File: config.mk
export PLATFORM = sky130hd
export DESIGN_NAME = uart_line_echo
export DESIGN_NICKNAME = d
export VERILOG_FILES = /design/src/rtl/uart_pkg.sv /design/src/rtl/uart_line_buf.sv /design/src/rtl/uart_line_echo.sv
export SDC_FILE = /design/constraint.sdc
export NUM_CORES = 1
export LEC_CHECK = 0
export BUFFER_PORTS_ARGS = -buffer_cell sky130_fd_sc_hd__buf_2
export CORE_ASPECT_RATIO = 0.75
export CORE_MARGIN = 2
export CORE_UTILIZATION = 60
export CTS_BUF_LIST = sky130_fd_sc_hd__clkbuf_8
export CTS_CLUSTER_DIAMETER = 80
export DETAILED_ROUTE_END_ITERATION = 12
export GPL_TIMING_DRIVEN = 0
export PLACE_DENSITY_LB_ADDON = 0.08
export SKIP_CTS_REPAIR_TIMING = 1
export SLEW_MARGIN = 20
export SYNTH_ARGS = -nofsm -noshare
export SYNTH_HDL_FRONTEND = slang
export SYNTH_SLANG_ARGS = --single-unit
File: constraint.sdc
create_clock -name clk -period 16.79 [get_ports clk]
set_input_delay 0 -clock clk [delete_from_list [all_inputs] [get_ports clk]]
set_output_delay 0 -clock clk [all_outputs]
set_load 0.01 [all_outputs]
File: src/rtl/uart_pkg.sv
// -----------------------------------------------------------------------------
// uart_pkg
// Shared definitions for the host-side line echo responder:
//   - echo_state_t      : FSM state encoding for uart_line_echo
//   - ASCII_* constants : control characters and the case-folding offset
//   - fold_upper()      : maps 'a'..'z' to 'A'..'Z', passes other bytes through
// -----------------------------------------------------------------------------
package uart_pkg;

  typedef enum logic [2:0] {
    ST_COLLECT   = 3'd0,
    ST_ECHO      = 3'd1,
    ST_SEND_BANG = 3'd2,
    ST_SEND_CR   = 3'd3,
    ST_SEND_LF   = 3'd4
  } echo_state_t;

  localparam logic [7:0] ASCII_CR          = 8'h0D;
  localparam logic [7:0] ASCII_LF          = 8'h0A;
  localparam logic [7:0] ASCII_BANG        = 8'h21;
  localparam logic [7:0] ASCII_CASE_OFFSET = 8'h20;
  localparam logic [7:0] ASCII_LOWER_A     = 8'h61;
  localparam logic [7:0] ASCII_LOWER_Z     = 8'h7A;

  function automatic logic [7:0] fold_upper(input logic [7:0] b);
    logic [7:0] r;
    if ((b >= ASCII_LOWER_A) && (b <= ASCII_LOWER_Z)) begin
      r = b - ASCII_CASE_OFFSET;
    end else begin
      r = b;
    end
    return r;
  endfunction

endpackage

File: src/rtl/uart_line_buf.sv
// -----------------------------------------------------------------------------
// uart_line_buf
// LINE_MAX x 8 line storage with an append-only write port, a fill count and
// an indexed read mux.
// Ports:
//   clk, reset   : clock, asynchronous active-high reset
//   clr_i        : empty the buffer (count back to 0)
//   wr_en_i      : append wr_data_i at position count (ignored when full)
//   wr_data_i    : byte to append
//   rd_idx_i     : read index
//   count_o      : number of stored bytes
//   full_o       : count has reached LINE_MAX
//   rd_data_o    : stored byte at rd_idx_i (8'h00 beyond LINE_MAX)
// -----------------------------------------------------------------------------
module uart_line_buf #(
  parameter int LINE_MAX = 32
) (
  input  logic       clk,
  input  logic       reset,
  input  logic       clr_i,
  input  logic       wr_en_i,
  input  logic [7:0] wr_data_i,
  input  logic [7:0] rd_idx_i,
  output logic [7:0] count_o,
  output logic       full_o,
  output logic [7:0] rd_data_o
);

  logic [7:0] mem_q [LINE_MAX];
  logic [7:0] count_q;
  logic       full_s;
  logic [7:0] rd_data_s;

  assign full_s = (count_q >= 8'(LINE_MAX));

  // Storage array and fill count; clear has priority over a write.
  always_ff @(posedge clk or posedge reset) begin
    if (reset) begin
      count_q <= 8'd0;
      for (int i = 0; i < LINE_MAX; i++) begin
        mem_q[i] <= 8'h00;
      end
    end else if (clr_i) begin
      count_q <= 8'd0;
    end else if (wr_en_i && !full_s) begin
      for (int i = 0; i < LINE_MAX; i++) begin
        if (count_q == 8'(i)) begin
          mem_q[i] <= wr_data_i;
        end
      end
      count_q <= count_q + 8'd1;
    end
  end

  // Read mux selecting the byte addressed by rd_idx_i.
  always_comb begin
    rd_data_s = 8'h00;
    for (int i = 0; i < LINE_MAX; i++) begin
      rd_data_s = (rd_idx_i == 8'(i)) ? mem_q[i] : rd_data_s;
    end
  end

  assign count_o   = count_q;
  assign full_o    = full_s;
  assign rd_data_o = rd_data_s;

endmodule

File: src/rtl/uart_line_echo.sv
// -----------------------------------------------------------------------------
// uart_line_echo
// Host-side line responder beside the uart FIFOs. Collects received bytes
// into a line buffer until TERM, then echoes the line uppercased, followed by
// '!' if characters were dropped, then CR LF.
// Ports:
//   clk, reset  : 50 MHz clock, asynchronous active-high reset
//   rx_empty    : RX FIFO empty flag
//   r_data      : RX FIFO head byte
//   rd_uart     : one-cycle RX pop strobe (registered)
//   tx_full     : TX FIFO full flag
//   w_data      : byte pushed with wr_uart (registered)
//   wr_uart     : one-cycle TX push strobe (registered)
//   busy        : high whenever not collecting
//   line_count  : lines answered, wraps 255 -> 0
//   overflow    : a character of the current line was dropped
// -----------------------------------------------------------------------------
module uart_line_echo
  import uart_pkg::*;
#(
  parameter int         LINE_MAX = 32,
  parameter logic [7:0] TERM     = 8'h0D
) (
  input  logic       clk,
  input  logic       reset,
  input  logic       rx_empty,
  input  logic [7:0] r_data,
  output logic       rd_uart,
  input  logic       tx_full,
  output logic [7:0] w_data,
  output logic       wr_uart,
  output logic       busy,
  output logic [7:0] line_count,
  output logic       overflow
);

  echo_state_t state_q, state_d;
  logic [7:0]  idx_q, idx_d;
  logic        rd_uart_q, rd_uart_d;
  logic        wr_uart_q, wr_uart_d;
  logic [7:0]  w_data_q, w_data_d;
  logic        busy_q;
  logic [7:0]  line_count_q, line_count_d;
  logic        overflow_q, overflow_d;

  logic        buf_clr_s;
  logic        buf_wr_s;
  logic [7:0]  buf_count_s;
  logic        buf_full_s;
  logic [7:0]  buf_rd_s;
  logic        can_pop_s;
  logic        can_push_s;

  uart_line_buf #(
    .LINE_MAX (LINE_MAX)
  ) u_line_buf (
    .clk       (clk),
    .reset     (reset),
    .clr_i     (buf_clr_s),
    .wr_en_i   (buf_wr_s),
    .wr_data_i (r_data),
    .rd_idx_i  (idx_q),
    .count_o   (buf_count_s),
    .full_o    (buf_full_s),
    .rd_data_o (buf_rd_s)
  );

  // A strobe issued last cycle blocks the next access so the FIFO flags
  // seen here are always up to date.
  assign can_pop_s  = !rx_empty && !rd_uart_q;
  assign can_push_s = !tx_full && !wr_uart_q;

  // Next-state logic for the collect/echo FSM and both FIFO strobes.
  always_comb begin
    state_d      = state_q;
    idx_d        = idx_q;
    rd_uart_d    = 1'b0;
    wr_uart_d    = 1'b0;
    w_data_d     = w_data_q;
    line_count_d = line_count_q;
    overflow_d   = overflow_q;
    buf_clr_s    = 1'b0;
    buf_wr_s     = 1'b0;

    case (state_q)
      ST_COLLECT: begin
        if (can_pop_s) begin
          rd_uart_d = 1'b1;
          // Terminator is checked first so it is never lost to a full buffer.
          if (r_data == TERM) begin
            state_d = ST_ECHO;
            idx_d   = 8'd0;
          end else if (r_data == ASCII_LF) begin
            state_d = ST_COLLECT;
          end else if (!buf_full_s) begin
            buf_wr_s = 1'b1;
          end else begin
            overflow_d = 1'b1;
          end
        end else begin
          state_d = ST_COLLECT;
        end
      end

      ST_ECHO: begin
        // The end check runs even while the previous push strobe is high,
        // so the trailer starts without an extra idle cycle.
        if (idx_q >= buf_count_s) begin
          state_d = overflow_q ? ST_SEND_BANG : ST_SEND_CR;
        end else if (can_push_s) begin
          wr_uart_d = 1'b1;
          w_data_d  = fold_upper(buf_rd_s);
          idx_d     = idx_q + 8'd1;
        end else begin
          state_d = ST_ECHO;
        end
      end

      ST_SEND_BANG: begin
        if (can_push_s) begin
          wr_uart_d = 1'b1;
          w_data_d  = ASCII_BANG;
          state_d   = ST_SEND_CR;
        end else begin
          state_d = ST_SEND_BANG;
        end
      end

      ST_SEND_CR: begin
        if (can_push_s) begin
          wr_uart_d = 1'b1;
          w_data_d  = ASCII_CR;
          state_d   = ST_SEND_LF;
        end else begin
          state_d = ST_SEND_CR;
        end
      end

      ST_SEND_LF: begin
        if (can_push_s) begin
          wr_uart_d    = 1'b1;
          w_data_d     = ASCII_LF;
          line_count_d = line_count_q + 8'd1;
          overflow_d   = 1'b0;
          buf_clr_s    = 1'b1;
          state_d      = ST_COLLECT;
        end else begin
          state_d = ST_SEND_LF;
        end
      end

      default: begin
        // Unreachable encoding: abandon the line and resume collecting.
        state_d    = ST_COLLECT;
        overflow_d = 1'b0;
        buf_clr_s  = 1'b1;
      end
    endcase
  end

  // State, strobe and status registers.
  always_ff @(posedge clk or posedge reset) begin
    if (reset) begin
      state_q      <= ST_COLLECT;
      idx_q        <= 8'd0;
      rd_uart_q    <= 1'b0;
      wr_uart_q    <= 1'b0;
      w_data_q     <= 8'h00;
      busy_q       <= 1'b0;
      line_count_q <= 8'd0;
      overflow_q   <= 1'b0;
    end else begin
      state_q      <= state_d;
      idx_q        <= idx_d;
      rd_uart_q    <= rd_uart_d;
      wr_uart_q    <= wr_uart_d;
      w_data_q     <= w_data_d;
      busy_q       <= (state_d != ST_COLLECT);
      line_count_q <= line_count_d;
      overflow_q   <= overflow_d;
    end
  end

  assign rd_uart    = rd_uart_q;
  assign wr_uart    = wr_uart_q;
  assign w_data     = w_data_q;
  assign busy       = busy_q;
  assign line_count = line_count_q;
  assign overflow   = overflow_q;

endmodule

Yosys cells after proc, flatten, opt, wreduce, memory -nomap -nowiden. Cells that the tools add are included.

Output and inout port bits: 20. Input bits: 12. Word-level logic and storage cells: 257. Register bits: 295.

Add/sub/neg operators: 4. Multiplexer cells: 73. Bitwise logic cells: 2. Reduce and logical (&&, ||, !) cells: 55. Equal/unequal tests: 78. Magnitude comparators: 4.

Operators by type and width (number): 2-to-1 mux 8 bit (44); == test 8 x 5 -> 1 bit, second input constant (32); == test 8 x 4 -> 1 bit, second input constant (18); AND reduction 3 bit (32); == test 8 x 3 -> 1 bit, second input constant (8); == test 8 x 2 -> 1 bit, second input constant (4); one-hot mux 8 bit (4 select lines) (1); adder 8 x 1 -> 8 bit, second input constant (3); 2-to-1 mux 3 bit (7); != test 2 bit, second input constant (10); == test 8 x 1 -> 1 bit, second input constant (2); logical NOT 8 bit (2); 2-to-1 mux 1 bit (16); one-hot mux 8 bit (2 select lines) (1); one-hot mux 3 bit (5 select lines) (1); AND reduction 6 bit (2); greater-or-equal comparator 8 x 6 -> 1 bit, second input constant (1); greater-or-equal comparator 8 x 7 -> 1 bit, second input constant (1); greater-or-equal comparator 8 bit (1); <= comparator 8 x 7 -> 1 bit, second input constant (1); subtractor 8 x 6 -> 8 bit, second input constant (1); == test 3 x 2 -> 1 bit, second input constant (2); OR reduction 3 bit (2); logical NOT 1 bit (5); 13 further kinds (19).

Logic depth before layout (Yosys ltp). Gate-level depths: netlist of run 1.

Depth after elaboration: 39. Mapped depth: 18. Depth with buffers taken out: 15.

By module. Synthesis of run 1 repeated with hierarchy kept, for this count alone.

Cells, all modules: 1309. Area, all modules: 15242.1 sq um.

By module, submodules not included: uart_line_buf (seq. area each 6606.3 sq um, area each 13321.5 sq um, cells an instance 1114, times used 1); uart_line_echo (seq. area each 775.7 sq um, area each 1920.6 sq um, cells an instance 195, times used 1).

Worst setup path before layout of run 1. No wires, ideal clock.

Kind: reg2reg. Start point: reg idx_q[1]. End point: reg w_data_q[6], in the netlist w_data[6]. Setup time: 131 ps. Cell stages (with the launch flop): 19. Clock period less this slack: 3311 ps. Data required time: 16659 ps. Data arrival time: 3181 ps. Path slack: 13479 ps. Path buffers: 4. Cell sequence: dfrtp_1 -> inv_1 -> ha_1 -> buf_2 -> clkbuf_1 -> clkbuf_1 -> buf_1 -> nand2_1 -> a31oi_1 -> a21oi_1 -> nor4_1 -> nor4_1 -> a21oi_1 -> o221a_2 -> inv_1 -> ha_1 -> inv_1 -> a311oi_1 -> a31oi_1.

Longest elaborated chain between the ends: 39. Elaborated cells between the ends (all ways): 75. Classes of those cells: add/sub: 1; order compare: 3; eq/ne: 32; mux: 36; reduce/logical: 3.

RTL lines: start: declaration (line uart_line_echo.sv:38) `logic [7:0] idx_q, idx_d;`; start signal: assignment (line uart_line_echo.sv:174) `idx_q <= idx_d;`; logical NOT 8 bit (line uart_line_buf.sv:59) `rd_data_s = (rd_idx_i == 8'(i)) ? mem_q[i] : rd_data_s;`; 2-to-1 mux 8 bit (32 in series) (line uart_line_buf.sv:59); greater-or-equal comparator 8 x 7 -> 1 bit / <= comparator 8 x 7 -> 1 bit (equally long branches) (line uart_pkg.sv:27) `if ((b >= ASCII_LOWER_A) && (b <= ASCII_LOWER_Z)) begin`; logical AND 1 bit (line uart_pkg.sv:27); 2-to-1 mux 8 bit (line uart_pkg.sv:27); 2-to-1 mux 8 bit (line uart_line_echo.sv:110) `end else if (can_push_s) begin`; 2-to-1 mux 8 bit (line uart_line_echo.sv:108) `if (idx_q >= buf_count_s) begin`; one-hot mux 8 bit (4 select lines) (line uart_line_echo.sv:85) `case (state_q)`; end signal: assignment (line uart_line_echo.sv:177) `w_data_q <= w_data_d;`; end: declaration (line uart_line_echo.sv:41) `logic [7:0] w_data_q, w_data_d;`.

Parallel ways exist; a longest one is shown, timed or not. The select of a mux whose other input is x is not followed. A chain may end at the register's enable or synchronous reset.

Final worst setup path of run 1.
Start point: reg idx_q[0]. End point: reg w_data_q[5], in the netlist w_data[5].

Same word-level chain as after synthesis.

==> summary.txt, run 1 <==
Synthesis
  – Post-synth EDFFs: 0
  – Yosys top cell area share: 47.71%
  – Syn. warnings: 0
  – Largest cells by area after synthesis: dfrtp_1, mux2_2, nor2_1
  – Most frequent cell after synthesis: dfrtp_1
  – Top cells by count, synth: dfrtp_1, mux2_2, nor2_1
  – Main synth FF type: dfrtp_1
  – Synthesized area: 15470 um^2
  – Syn Nets: about 1.5k
  – Average cell area after synthesis: 10.71 um^2
  – Flops & latches, synth: 295
  – Unique cell type count in the Yosys netlist: 100
  – Async set-reset flop share out of synthesis: 100.0%
  – Yosys top cell by area: dfrtp_1
  – Sequential cell area fraction in the yosys report: between 40 and 50%
  – Mapped Cells: 1444

Finish
  – Register Area: between 7000 and 8000 um^2
  – Multi-input gate area: 7538 um^2
  – Final core occ: 68.38%
  – Fin cells: between 1.5k and 2k
  – Area grow syn2layout: 11.14%
  – Layout cells sized above 1: 26.51%
  – Filler Cell Count: a little under 2k
  – Final nets: 1567

Pwr
  – Leakage power: between 7 and 8 nW
  – Pwr Density: 106.4 nW/um^2
  – Worst IR Drop VDD: slightly below 0.00008 V

Floorplanning
  – Initial Util: 61.52%
  – I/O Pins: 32
  – Die width: ~190 um
  – DIE AREA: 27100 um^2
  – Site Rows: 50
  – Core box area: 25150 um^2
  – Die height: 143.1 um

Detailed routing
  – Number of vias per cell: 6.911
  – Total number of vias: ~13k
  – Routed WL per cell: 28.77 um
  – WL final: between 50 and 60 mm
  – Post-DRT Antenna Nets: 0
  – Remaining DRCs: 0
  – DR iter-0 viols: 1854
  – DRT Pass-1 Iters: 8

Worst setup path
  – CP startpoint: idx_q[0]
  – Critical path arrival: approximately 6.2 ns
  – Startpoint class of the critical path: register
  – Crit. End Element: register
  – Reg-to-reg critical path startpoint: idx_q[0]
  – Crit path max fanout: 10
  – Crit Path Category: register to register
  – Critical path data required time: 17.26 ns

Timing
  – Final setup margin: approximately 11 ns
  – Final period util: about 34%
  – RSZ-0062 raised after global routing: false
  – Worst hold margin: -0.02662 ns
  – Max Slew Vio Count: 0
  – Final setup vio count: 0
  – Setup Skew: 0.02984 ns
  – Worst Tran Pin Value: 1.192 ns
  – Max Fclk: 175.4 MHz
  – Endpoints failing hold: 15
  – Setup TNS: 0 ns
  – Max-slew headroom: between 10% and 20%
  – Fin crit period: approximately 5.7 ns

Hold path
  – Type of the worst min-delay path: input port to async pin

Clocking
  – H-Tree Depth: 2
  – Root buf cell: clkbuf_8
  – Clock slew at reported path FFs: 0.06 ns
  – Num CTS Buffers: 46
  – Clock buffer depth: 3
  – CTS tree: built
  – Sink Count: 295
  – Worst skew pair latency: 0.62 ns

Place
  – Hpwl dp: 38.39 mm
  – Pre-CTS WS: 11.49 ns
  – # port buffers: 31
  – Final GP Congestion: ~0.99
  – Dpl cells: between 1.5k and 2k

Outcome
  – Failing checks: hold timing
  – Status: finished, violations left

Global route
  – Largest net degree at the start of global routing: a little over 90
  – Initial antenna violation count: 0
  – First-pass GRT wire length: 81.45 mm
  – GRT Total Usage: 41.17%
  – Total grt overflow: 0
  – Vias in the first global route: approximately 13k

Run
  – Maxcap violations: 0
## kinds of logic after synthesis
kind of cell / count (synthesis) / share of synthesized area (%)
multiplexers: 248 / 18.03
XOR/XNOR: 17 / 0.9623
AND/OR/NAND/NOR: 415 / 13.79
AO/OA/AOI/OAI: 326 / 14.45
adder cells (fa/ha/maj): 18 / 1.456
buffers and inverters: 125 / 3.599
flip-flops: 295 / 47.71
## layer usage
layer / part of all wire [%] / vias to the layer above / track usage [%]
met5: 0 / - / 0
li1: - / 5501 / -
met4: 4.7 / 0 / 17.91
met1: 42 / 6526 / 59.41
met2: 40 / 970 / 55.79
met3: 14 / 190 / 14.30
## cell type report
| class | count | area share (%) |
|---|---|---|
| repair buffers | 45 | 2.023 |
| flip-flops and latches | 295 | 42.93 |
| well taps | 338 | 2.459 |
| plain buffers | 94 | 2.561 |
| clock inverters | 17 | 0.4147 |
| clock buffers | 63 | 5.042 |
| diodes | 1 | 0.01455 |
| inverters | 31 | 0.7203 |
| multi-input cells | 1024 | 43.84 |
## path summary, 6_finish.rpt
check	end	slack [ns]	cells after the start
worst max-delay path	w_data[5]	11.09	15
worst min-delay path	u_line_buf.mem_q[119]	-0.03	3
worst max register to register	w_data[5]	11.09	15
worst min register to register	w_data[4]	0.48	2
max in group asynchronous	busy	15.26	6
min in group clk	rd_uart	0.18	3
## metrics by stage
stage / power (W) / cell area [um^2]
detailed placement: 0.001175 / 16150
CTS: 0.001793 / 17080
floorplan: 0.0009852 / 15470
global route: 0.001866 / 17190
global placement: 0.001171 / 16050
finish: 0.001830 / 17200
## critical path, stage by stage (launching register included)
cell and delay, ns:
dfrtp_1 0.42, inv_1 0.18, ha_1 0.17, buf_2 0.27, buf_2 0.35, clkbuf_1 0.76
buf_1 0.65, buf_1 0.59, a21oi_1 0.14, o211ai_1 0.22, a221oi_1 0.16, o21ai_0 0.42
o2111ai_1 0.32, a21oi_1 0.52, and4_4 0.33, o21ai_2 0.05
## registers in the layout, summed over array words and instances, names as in the netlist
name and cells:
busy 1, idx_q 8, line_count 8, overflow 1
rd_uart 1, state_q 3, u_line_buf.count_o 8, u_line_buf.mem_q 256
w_data 8, wr_uart 1
## power breakdown
group | internal [W] | total, W | switching, W
clock | 0.000331 | 0.000629 | 0.000298
combinational | 0.000112 | 0.000475 | 0.000364
sequential | 0.000718 | 0.000726 | 0.00000767
## cell usage in the layout (no fill, tap or decap), drive strengths merged, types with 15 or more instances in the layout
cell type	Yosys	final
inv	31	44
ha	18	18
o221ai	17	17
o21ai	72	72
dfrtp	295	295
nand2	123	123
buf	38	72
nand3	33	33
o22ai	20	20
nor2	126	126
o211ai	15	15
mux2	246	246
nor3	26	26
clkbuf	56	119
a21oi	76	76
No activity file was read; power rests on OpenSTA's default activity.
==> inputs of run 2 (changes only) <==
==> constraint.sdc (replaced) <==
create_clock -name clk -period 5.3 [get_ports clk]
set_input_delay 0 -clock clk [delete_from_list [all_inputs] [get_ports clk]]
set_output_delay 0 -clock clk [all_outputs]
set_load 0.01 [all_outputs]
==> run 2 against run 1 <==
- count of clock-buffer cells in the layout is 8 lower
- the run still ends with hold timing left
- wire length increased by 0.36%
- worst setup slack got worse by 11 ns
- sequential power grew to 3.2 times the previous value
- via count up 0.76%
- clock skew is 0.0071 ns lower
- total power rose to 3.1 times the previous value
- global-route usage rose by 0.19 points
- maximum frequency increased by 12%
- first-iteration DRC count rose by 17%
- critical path depth increased by 2
- clock power increased to 3.0 times the previous value
==> summary.txt, run 2 (synthesis results as in run 1) <==
Floorplanning
  – Initial Util: 61.52% (unchanged)
  – Die width: 189.4 um (unchanged)
  – Die height: 143.1 um (unchanged)
  – DIE AREA: 27100 um^2 (unchanged)
  – Core box area: 25150 um^2 (unchanged)
  – Site Rows: 50 (unchanged)
  – I/O Pins: 32 (unchanged)

Detailed routing
  – DRT Pass-1 Iters: 6 (was 8)
  – WL final: 55.08 mm (was 54.89 mm)
  – Post-DRT Antenna Nets: 0 (unchanged)
  – Remaining DRCs: 0 (unchanged)
  – Total number of vias: 13.29k (was 13.19k)
  – Routed WL per cell: 28.88 um (was 28.77 um)
  – DR iter-0 viols: 2173 (was 1854)
  – Number of vias per cell: 6.967 (was 6.911)

Outcome
  – Failing checks: hold timing (unchanged)
  – Status: finished, violations left (unchanged)

Clocking
  – H-Tree Depth: 2 (unchanged)
  – Sink Count: 295 (unchanged)
  – Clock slew at reported path FFs: 0.06 ns (about the same)
  – Root buf cell: clkbuf_8 (unchanged)
  – Clock buffer depth: 3 (unchanged)
  – Worst skew pair latency: 0.61 ns (was 0.62 ns)
  – Num CTS Buffers: 47 (was 46)
  – CTS tree: built (unchanged)

Worst setup path
  – Crit path top cell by count: inv_1
  – CP Cell Sequence: inv_1, ha_1, buf_2, buf_2, clkbuf_1, clkbuf_1, o31a_1, o21ai_0, a21oi_1, o221ai_1, a21oi_1, o221a_2, inv_1, ha_1, inv_1, a311oi_1, a31oi_1 (was inv_1, ha_1, buf_2, buf_2, clkbuf_1, buf_1, buf_1, a21oi_1, o211ai_1, a221oi_1, o21ai_0, o2111ai_1, a21oi_1, and4_4, o21ai_2)
  – Critical path arrival: 5.57 ns (was 6.17 ns)
  – Critical path data required time: 5.78 ns (was 17.26 ns)
  – Max incr delay on CP: 0.72 ns (was 0.76 ns)
  – Slowest-stage cell, CP: clkbuf_1 (unchanged)
  – Top cell family by delay on the critical path: buffers and inverters (unchanged)
  – Crit Path Category: register to register (unchanged)
  – Startpoint class of the critical path: register (unchanged)
  – R2R Setup Slk: 0.21 ns (was 11.09 ns)
  – Buf+Inv Stages, Crit Path: 7 (was 6)
  – Crit path max fanout: 19 (was 10)
  – Crit. End Element: register (unchanged)

Pwr
  – Pwr Density: 331.4 nW/um^2 (was 106.4 nW/um^2)
  – Tot Pwr: 0.005703 W (was 0.001830 W)
  – Worst IR Drop VDD: 0.0002513 V (was 0.00007727 V)
  – Leakage power: 7.993 nW (was 7.978 nW)

Global route
  – GRT Total Usage: 41.35% (was 41.17%)
  – Total grt overflow: 0 (unchanged)
  – First-pass GRT wire length: 81.72 mm (was 81.45 mm)
  – Initial antenna violation count: 0 (unchanged)
  – Largest net degree at the start of global routing: 36 (was 91)
  – Vias in the first global route: 12.78k (was 12.61k)

Hold path
  – Type of the worst min-delay path: input port to async pin (unchanged)

Finish
  – Area grow syn2layout: 11.23% (was 11.14%)
  – Layout cells sized above 1: 26.59% (was 26.51%)
  – Final nets: 1573 (was 1567)
  – Most frequent cells in the layout: dfrtp_1, mux2_2, nor2_1 (unchanged)
  – Commonest non-fill, non-tap cell in the layout: dfrtp_1 (unchanged)
  – Filler Cell Count: 1989 (was 1955)
  – Fin cells: 1907 (was 1908)
  – Biggest register: u_line_buf.mem_q (unchanged)
  – Largest register FFs: 256 (unchanged)

Place
  – Final GP Congestion: 0.9750 (was 0.9925)
  – Pre-CTS WS: 0.02033 ns (was 11.49 ns)
  – Dpl cells: 1822 (was 1816)
  – # port buffers: 31 (unchanged)
  – Hpwl dp: 39.12 mm (was 38.39 mm)

Timing
  – Final setup margin: 0.2140 ns (was 11.09 ns)
  – Worst hold margin: -0.01141 ns (was -0.02662 ns)
  – Max Slew Vio Count: 0 (unchanged)
  – Setup TNS: 0 ns (unchanged)
  – Final period util: 95.96% (was 33.95%)
  – RSZ-0062 raised after global routing: false (unchanged)
  – Endpoints failing hold: 12 (was 15)
  – Fin crit period: 5.086 ns (was 5.700 ns)
  – Final setup vio count: 0 (unchanged)
  – Max Fclk: 196.6 MHz (was 175.4 MHz)
  – Worst Tran Pin Value: 1.234 ns (was 1.192 ns)
  – Setup Skew: 0.02278 ns (was 0.02984 ns)
  – Max-slew headroom: 15.60% (was 18.51%)

Run
  – Maxcap violations: 0 (unchanged)
-- run 2: changes by cell type in the layout (fill, tap and decap cells not counted), moves of 2 or more --
cell | before | now
clkbuf_1 | 56 | 53
clkbuf_8 | 63 | 55
inv_1 | 43 | 45
buf_16 | 3 | 0
buf_12 | 0 | 9
clkbuf_2 | 0 | 3
-- run 2: where the power goes --
group | internal, W | switching (W)
clock | 0.000975 | 0.000925
sequential | 0.00227 | 0.0000242
combinational | 0.000362 | 0.00114
total | 0.00361 | 0.00209
-- run 2: layout make-up --
class / instances / area, um^2 / area share [%]
well taps: 338 / 422.9 / 2.457
clock inverters: 19 / 101.3 / 0.5889
inverters: 31 / 120.1 / 0.6979
diodes: 1 / 2.502 / 0.01454
repair buffers: 51 / 445.4 / 2.588
clock buffers: 55 / 757.0 / 4.398
flip-flops and latches: 295 / 7382 / 42.89
multi-input cells: 1024 / 7538 / 43.80
plain buffers: 93 / 440.4 / 2.559
-- run 2: path summary, 6_finish.rpt --
check                               from                     to  cells after the start
max reg2reg                     idx_q[0]              w_data[6]                     17
max in group asynchronous          reset          line_count[3]                      7
min in group clk                rx_empty                rd_uart                      3
max                             idx_q[0]              w_data[6]                     17
min                                reset  u_line_buf.mem_q[126]                      3
min reg2reg                line_count[7]          line_count[7]                      1
-- run 2: through the flow --
| stage | instance area [um^2] | utilization [%] |
|---|---|---|
| final | 17210 | 68.43 |
| after global routing | 17210 | 68.42 |
| after CTS | 17090 | 67.97 |
| after detailed placement | 16230 | 64.55 |
| after global placement | 16050 | 63.84 |
| after floorplan | 15480 | - |
-- run 2: worst register-to-register path, stage by stage (launching register included) --
cell      delay [ns]
dfrtp_1         0.41
inv_1           0.19
ha_1            0.17
buf_2           0.26
buf_2           0.50
clkbuf_1        0.62
clkbuf_1        0.72
o31a_1          0.20
o21ai_0         0.08
a21oi_1         0.22
o221ai_1        0.15
a21oi_1         0.38
o221a_2         0.36
inv_1           0.06
ha_1            0.27
inv_1           0.04
a311oi_1        0.19
a31oi_1         0.12
-- run 2: metal layers --
metal / vias to the layer above / routed length [um] / GRT usage [%]
met3: 170 / 7594 / 13.93
met4: 0 / 2153 / 16.36
met1: 6636 / 22890 / 59.24
met2: 984 / 22440 / 57.72
li1: 5497 / - / -
met5: - / 0 / 0
